### config.mk
export PLATFORM = sky130hd
export DESIGN_NAME = seq_mult_n_flat
export DESIGN_NICKNAME = d
export VERILOG_FILES = /design/src/rtl/seq_mult_n_if.sv /design/src/rtl/seq_mult_n.sv /design/src/flat_wrapper.sv
export SDC_FILE = /design/constraint.sdc
export NUM_CORES = 1
export LEC_CHECK = 0
export ABC_AREA = 1
export BUFFER_PORTS_ARGS = -buffer_cell sky130_fd_sc_hd__clkbuf_2
export CELL_PAD_IN_SITES_DETAIL_PLACEMENT = 1
export CELL_PAD_IN_SITES_GLOBAL_PLACEMENT = 2
export CORE_MARGIN = 4
export CORE_UTILIZATION = 30
export DETAILED_ROUTE_END_ITERATION = 7
export PLACE_DENSITY = 0.84
export SYNTH_ARGS = -nofsm -noshare
export SYNTH_HDL_FRONTEND = slang
export SYNTH_SLANG_ARGS = --single-unit
### constraint.sdc
create_clock -name clk -period 4.85 [get_ports clk]
set_input_delay 0.7275 -clock clk [delete_from_list [all_inputs] [get_ports clk]]
set_output_delay 0.7275 -clock clk [all_outputs]
set_load 0.03 [all_outputs]
### src/rtl/seq_mult_n_if.sv
// Request/result bundle for seq_mult_n: operands and mode in, product and status out.
// The master side issues requests and the slave side is the multiplier.
interface seq_mult_n_if #(
    parameter int unsigned WIDTH = 8
);
    logic                   start;
    logic                   signed_mode;
    logic [WIDTH-1:0]       A;
    logic [WIDTH-1:0]       B;
    logic [2*WIDTH-1:0]     Y;
    logic                   done;
    logic                   busy;
    logic [1:0]             state;

    modport master (
        output start, signed_mode, A, B,
        input  Y, done, busy, state
    );

    modport slave (
        input  start, signed_mode, A, B,
        output Y, done, busy, state
    );
endinterface

### src/rtl/seq_mult_n.sv
// Sequential shift-add multiplier, one partial product per clock.
// Signed operands are multiplied as magnitudes and the sign is applied at the end.
module seq_mult_n #(
    parameter int unsigned WIDTH = 8
) (
    input  logic        clk,
    input  logic        rst,
    seq_mult_n_if.slave bus
);
    localparam int unsigned CW = $clog2(WIDTH);

    typedef enum logic [1:0] {
        ST_IDLE    = 2'd0,
        ST_COMPUTE = 2'd1,
        ST_FINISH  = 2'd2
    } state_e;

    state_e               state_q, state_d;
    logic [WIDTH-1:0]     ma_q, ma_d;
    logic [WIDTH-1:0]     mb_q, mb_d;
    logic                 neg_q, neg_d;
    logic [2*WIDTH-1:0]   acc_q, acc_d;
    logic [CW-1:0]        cnt_q, cnt_d;
    logic [2*WIDTH-1:0]   y_q, y_d;
    logic                 done_q, done_d;
    logic                 busy_q, busy_d;

    logic                 sa, sb;
    logic [2*WIDTH-1:0]   partial;

    always_comb begin
        state_d = state_q;
        ma_d    = ma_q;
        mb_d    = mb_q;
        neg_d   = neg_q;
        acc_d   = acc_q;
        cnt_d   = cnt_q;
        y_d     = y_q;
        done_d  = 1'b0;
        sa      = 1'b0;
        sb      = 1'b0;
        partial = '0;

        case (state_q)
            ST_IDLE: begin
                if (bus.start) begin
                    sa      = bus.signed_mode & bus.A[WIDTH-1];
                    sb      = bus.signed_mode & bus.B[WIDTH-1];
                    // -2^(WIDTH-1) negates to itself, which is the correct unsigned magnitude
                    ma_d    = sa ? (~bus.A + 1'b1) : bus.A;
                    mb_d    = sb ? (~bus.B + 1'b1) : bus.B;
                    neg_d   = sa ^ sb;
                    acc_d   = '0;
                    cnt_d   = '0;
                    state_d = ST_COMPUTE;
                end
            end
            ST_COMPUTE: begin
                partial = mb_q[cnt_q] ? ({{WIDTH{1'b0}}, ma_q} << cnt_q) : '0;
                acc_d   = acc_q + partial;
                cnt_d   = cnt_q + 1'b1;
                if (cnt_q == CW'(WIDTH - 1)) begin
                    state_d = ST_FINISH;
                end
            end
            ST_FINISH: begin
                y_d     = neg_q ? (~acc_q + 1'b1) : acc_q;
                done_d  = 1'b1;
                state_d = ST_IDLE;
            end
            default: begin
                state_d = ST_IDLE;
            end
        endcase

        busy_d = (state_d == ST_COMPUTE) || (state_d == ST_FINISH);
    end

    always_ff @(posedge clk) begin
        if (rst) begin
            state_q <= ST_IDLE;
            ma_q    <= '0;
            mb_q    <= '0;
            neg_q   <= 1'b0;
            acc_q   <= '0;
            cnt_q   <= '0;
            y_q     <= '0;
            done_q  <= 1'b0;
            busy_q  <= 1'b0;
        end else begin
            state_q <= state_d;
            ma_q    <= ma_d;
            mb_q    <= mb_d;
            neg_q   <= neg_d;
            acc_q   <= acc_d;
            cnt_q   <= cnt_d;
            y_q     <= y_d;
            done_q  <= done_d;
            busy_q  <= busy_d;
        end
    end

    assign bus.Y     = y_q;
    assign bus.done  = done_q;
    assign bus.busy  = busy_q;
    assign bus.state = state_q;
endmodule

### src/flat_wrapper.sv
// flat-port wrapper written by rule: the top's interface ports become plain ports
module seq_mult_n_flat 
#(
    parameter int unsigned WIDTH = 8
)
  (clk, rst, bus_start, bus_signed_mode, bus_A, bus_B, bus_Y, bus_done, bus_busy, bus_state);
  seq_mult_n_if #(.WIDTH(WIDTH)) bus_i ();
  input  logic clk;
  input  logic rst;
  input wire logic [$bits(bus_i.start)-1:0] bus_start;
  input wire logic [$bits(bus_i.signed_mode)-1:0] bus_signed_mode;
  input wire logic [$bits(bus_i.A)-1:0] bus_A;
  input wire logic [$bits(bus_i.B)-1:0] bus_B;
  output wire logic [$bits(bus_i.Y)-1:0] bus_Y;
  output wire logic [$bits(bus_i.done)-1:0] bus_done;
  output wire logic [$bits(bus_i.busy)-1:0] bus_busy;
  output wire logic [$bits(bus_i.state)-1:0] bus_state;
  assign bus_i.start = bus_start;
  assign bus_i.signed_mode = bus_signed_mode;
  assign bus_i.A = bus_A;
  assign bus_i.B = bus_B;
  assign bus_Y = bus_i.Y;
  assign bus_done = bus_i.done;
  assign bus_busy = bus_i.busy;
  assign bus_state = bus_i.state;
  seq_mult_n #(.WIDTH(WIDTH)) u_core (.clk(clk), .rst(rst), .bus(bus_i));
endmodule
=== Yosys cells after proc, flatten, opt, wreduce, memory -nomap -nowiden ===
Index checks and enable logic that the tools add are counted.

* Input bits: 20
* Register bits after elaboration: 56
* Logic and storage cells: 47

* Muxes and demuxes: 14
* Equal/unequal tests: 6
* Magnitude comparators: 1
* Reductions and logical operators: 5
* Shifts and indexed selects: 1
* Bitwise operators: 6
* $add $sub $neg: 5

{| class="wikitable"
|+ Operator list
! kind !! count
|-
| 16-bit 2-to-1 mux || 3
|-
| 16-bit one-hot mux with 2 select lines || 1
|-
| 16-bit by 1-bit adder with 16-bit output, second input constant || 1
|-
| 16-bit adder || 1
|-
| 8-bit by 1-bit adder with 8-bit output, second input constant || 2
|-
| 8-bit 2-to-1 mux || 2
|-
| 16-bit NOT || 1
|-
| 8-bit NOT || 2
|-
| 8-bit by 3-bit left shift with 16-bit output || 1
|-
| 3-bit one-hot mux with 2 select lines || 1
|-
| 2-bit by 1-bit equality test with 1-bit output, second input constant || 2
|-
| 2-bit equality test, second input constant || 2
|-
| 3-bit by 4-bit less-than comparator with 1-bit output, second input constant || 1
|-
| 2-bit 2-to-1 mux || 2
|-
| 2-bit one-hot mux with 2 select lines || 1
|-
| 2-bit AND reduction || 2
|-
| 3-bit by 1-bit adder with 3-bit output, second input constant || 1
|-
| 1-bit binary-select mux with 3-bit select || 1
|-
| 3-bit equality test, second input constant || 1
|-
| 3-bit 2-to-1 mux || 1
|-
| 1-bit AND || 2
|-
| 2-bit logical NOT || 1
|-
| 1-bit 2-to-1 mux || 2
|-
| 2-bit inequality test, second input constant || 1
|-
| other kinds (3) || 3
|}

=== Logic depth before layout (Yosys ltp) ===
* Depth in word-level cells: 5
* Mapped depth: 21
* Depth with buffers taken out: 20

=== Least setup slack after synthesis ===
OpenSTA, ideal clock, no wires.

* Kind: reg-to-reg
* From: reg u_core.cnt_q[0]
* To: reg u_core.acc_q[14]
* Stages on the path, launching flop included: 18
* Buffers on the path: 2
* Arrival: 2106 ps
* Clock period less this slack: 2238 ps
* Required time: 4718 ps
* Setup slack: 2612 ps
* Path through: dfxtp_1 buf_6 buf_6 nor2_1 o22ai_1 nand2_2 nor3_1 ha_1 inv_1 fa_1 inv_1 nand2_1 nand3_1 nand2_1 nand2_1 nand2_1 nand3_1 a21oi_1

* Cells in the longest elaborated chain, start to end: 5
* Elaborated cells between the ends (all ways): 6

{| class="wikitable"
|+ Ends and longest elaborated chain
! element !! RTL line !! source
|-
| start: declaration || seq_mult_n.sv:23 || <nowiki>logic [CW-1:0] cnt_q, cnt_d;</nowiki>
|-
| start signal: assignment || seq_mult_n.sv:96 || <nowiki>cnt_q <= cnt_d;</nowiki>
|-
| 1-bit binary-select mux with 3-bit select || seq_mult_n.sv:59 || <nowiki>partial = mb_q[cnt_q] ? ({{WIDTH{1'b0}}, ma_q} << cnt_q) : '0;</nowiki>
|-
| 1-bit 2-to-1 mux (not written as such) || seq_mult_n.sv:59 ||
|-
| 16-bit 2-to-1 mux (*) || seq_mult_n.sv:59 ||
|-
| 16-bit adder (*) || seq_mult_n.sv:60 || <nowiki>acc_d = acc_q + partial;</nowiki>
|-
| 16-bit one-hot mux with 2 select lines (*) || seq_mult_n.sv:44 || <nowiki>case (state_q)</nowiki>
|-
| end signal: assignment || seq_mult_n.sv:85 || <nowiki>acc_q <= '0;</nowiki>
|-
| end signal: assignment || seq_mult_n.sv:95 || <nowiki>acc_q <= acc_d;</nowiki>
|-
| end: declaration || seq_mult_n.sv:22 || <nowiki>logic [2*WIDTH-1:0] acc_q, acc_d;</nowiki>
|}

Every way passes the cells marked *; elsewhere a longest branch is shown, timed or not. The select of a mux whose other input is x is not followed.
A chain may end at the register's enable or synchronous reset.

=== Final worst setup path ===
* From: reg u_core.cnt_q[1]
* To: reg u_core.acc_q[14]

The elaborated chain is that of the path after synthesis.

==> results.tsv <==
stage	metric	value	unit
clocking	htreeDepth	2	
sta	hold_viol_final	0	
critical_path	crit_arrival	3.18	ns
global_route	grt_antenna_before_repair	0	
yosys	synth_cell_types	45	
sta	max_slew_margin	0.4357	
cells_and_area	layout-drive-gt1-share	0.1208	
sta	worst_slew_pin_slew	0.8455	ns
critical_path	critPathLaunchType	flip-flop	
critical_path	worstSetupEndpointType	flip-flop	
pwr	p_per_area	234.7	nW/um2
drt	dr.pass1.iters	4	
global_route	grt_pass1_vias	4081	
die	die_y	123.8	um
cells_and_area	multi_input_area	2404	um2
die	ioPinCount	40	
yosys	yosys.area.top_type_share	0.2786	
placement	dp_cells	830	
cells_and_area	seqCellArea	1121	um2
clocking	clk_latency	0.30	ns
clocking	post_cts_buffers	0	
cells_and_area	synthToLayoutAreaGrowth	11.01	%
sta	fmax	0.3331	GHz
die	die_area	15330	um2
sta	skew	0.009964	ns
drt	wirelength	11.95	mm
drt	drc_errors	0	
yosys	avgSynthCellArea	6.347	um2
sta	drv_slew	0	
flow_run	max-cap-violations	0	
clocking	cts.sinks	56	
yosys	ys_async_sr_fraction	0	
clocking	cts_made_buffers	5	
clocking	clkTransAtPathRegs	0.08	ns
status	outcome	finished clean	
pwr	p_leak	2.232	nW
sta	fin_crit_sh	0.6190	
yosys	ys_seq_elements	56	
drt	routedWlPerCell	14.26	um
yosys	syn_area	4024	um2
cells_and_area	final_common_cell	nand2_1	
worst_hold_path	hold_depth	2	
clocking	cts_tree	yes	
yosys	synthesis.nets	675	
clocking	clock_path_buffers	2	
yosys	ys_dominant_reg_cell	dfxtp_1	
die	die_x	123.8	um
critical_path	crit_path_max_fanout	18	
cells_and_area	diodes	0	
placement	io_buffers	39	
yosys	synth_edf_count	0	
drt	viasPerCell	4.823	
yosys	syn_inst	634	
clocking	cts_resized	0	
global_route	grt.total_usage	0.1603	
die	coreArea	13190	um2
sta	rsz0062_at_grt	false	
cells_and_area	most-common-layout-cells	159 x nand2_1, 86 x inv_1, 71 x nor2_1, 56 x dfxtp_1, 55 x a21oi_1	
yosys	yosys_warnings	0	
yosys	synth_area_leader_cell	dfxtp_1	
sta	tns	0	ns
cells_and_area	nets	702	
pwr	peakVddDrop	0.1492	mV
placement	place.detailed.hpwl	9.586	mm
drt	drt_iter0_markers	193	
die	start_util	0.3051	
global_route	grt_pass1_wl	19.75	mm
sta	period_minus_slack	3.002	ns
global_route	grt_remaining_overflow	0	
critical_path	required	5.03	ns
critical_path	rr_worst_depth	15	
yosys	synth_area_leaders	dfxtp_1 28%, nand2_1 15%, inv_1 8.0%, a21oi_1 6.8%, nor2_1 6.7%	
sta	holdWs	0.4986	ns
critical_path	crit_type	flip-flop to flip-flop	
clocking	cts_hold_buffers	0	
clocking	clock_tree.root_cell	clkbuf_16	
global_route	grt_max_degree	33	
drt	ant_nets	0	
placement	gp_congestion	0.8877	
cells_and_area	post-route-util	0.3386	
cells_and_area	fillerInstances	1741	
cells_and_area	final_cells	838	
yosys	synth_seq_area_share	0.2786	
die	rows	42	
worst_hold_path	hp-class	flip-flop to flip-flop	
drt	num_vias	4042	
sta	finalSetupViolCount	0	
==> worst max-delay path: stages (launching register included) <==
cell     delay [ns]
dfxtp_1        0.71
o21ai_0        0.19
o22ai_1        0.25
nand2_2        0.14
nor3_1         0.21
ha_1           0.22
inv_1          0.06
fa_1           0.40
inv_1          0.11
nand2_1        0.06
nand3_1        0.17
nand2_1        0.11
nand2_1        0.08
nand2_1        0.05
nand3_1        0.06
a21oi_1        0.07
==> path summary, 6_finish.rpt <==
kind | slack (ns) | startpoint | to
max | 1.85 | u_core.cnt_q[1]$_SDFFE_PP0P_ | u_core.acc_q[14]$_SDFFE_PP0P_
min | 0.50 | u_core.acc_q[0]$_SDFFE_PP0P_ | u_core.acc_q[0]$_SDFFE_PP0P_
max reg2reg | 1.85 | u_core.cnt_q[1]$_SDFFE_PP0P_ | u_core.acc_q[14]$_SDFFE_PP0P_
min reg2reg | 0.50 | u_core.acc_q[0]$_SDFFE_PP0P_ | u_core.acc_q[0]$_SDFFE_PP0P_
==> kinds of logic after synthesis <==
logic type,count (synthesis),synth area share
compound gates,133,0.1813
buf+inv,117,0.1247
fa+ha+maj,21,0.06716
mux,3,0.007463
xor+xnor,16,0.03482
simple gates,288,0.3060
flops,56,0.2786
==> flip-flops by register name, summed over array words and instances, names as in the netlist <==
register,count
u_core.acc_q,16
u_core.bus.Y,16
u_core.ma_q,8
u_core.mb_q,8
u_core.cnt_q,3
u_core.bus.state,2
u_core.bus.busy,1
u_core.bus.done,1
u_core.neg_q,1
==> metal layers <==
layer / vias up / GRT usage / share of wire
li1: 2083 / - / -
met5: - / 0 / 0
met1: 1902 / 0.2063 / 0.47
met3: 11 / 0.02725 / 0.027
met4: 0 / 0.02422 / 0.0083
met2: 46 / 0.2856 / 0.49
==> area by class of cell <==
| class | count | area share |
|---|---|---|
| clock inverters | 3 | 0.005042 |
| repair buffers | 41 | 0.04706 |
| flip-flops and latches | 56 | 0.2510 |
| multi-input cells | 461 | 0.5381 |
| well taps | 176 | 0.04930 |
| inverters | 96 | 0.08151 |
| clock buffers | 5 | 0.02801 |
==> synthesized netlist by cell type, drive strengths merged, types with 2 or more instances <==
library cell  count
or2               2
buf              16
nand2           165
o22ai             2
inv              95
nand3b            3
dfxtp            56
a21oi            57
nand4             4
nor3             10
o221ai            2
a21o              2
a211oi            2
nand3            29
ha               20
o211ai            2
xnor2             4
nor2             75
clkbuf            5
xor2             12
mux2i             3
o21ai            62
==> where the power goes <==
group          internal (mW)  switching [mW]  total [mW]
clock network          0.194           0.186       0.380
registers              0.476          0.0213       0.498
logic                 0.0567           0.114       0.170
==> metrics by stage <==
stage | setup WS [ns] | area, um2 | power, mW
after floorplan | 2.612 | 4024 | 0.6348
after global placement | 2.014 | 4319 | 0.6754
after detailed placement | 1.866 | 4319 | 0.6810
after CTS | 1.783 | 4467 | 1.066
after global routing | 1.564 | 4467 | 1.110
final | 1.848 | 4467 | 1.049
No activity file was read; power rests on OpenSTA's default activity.
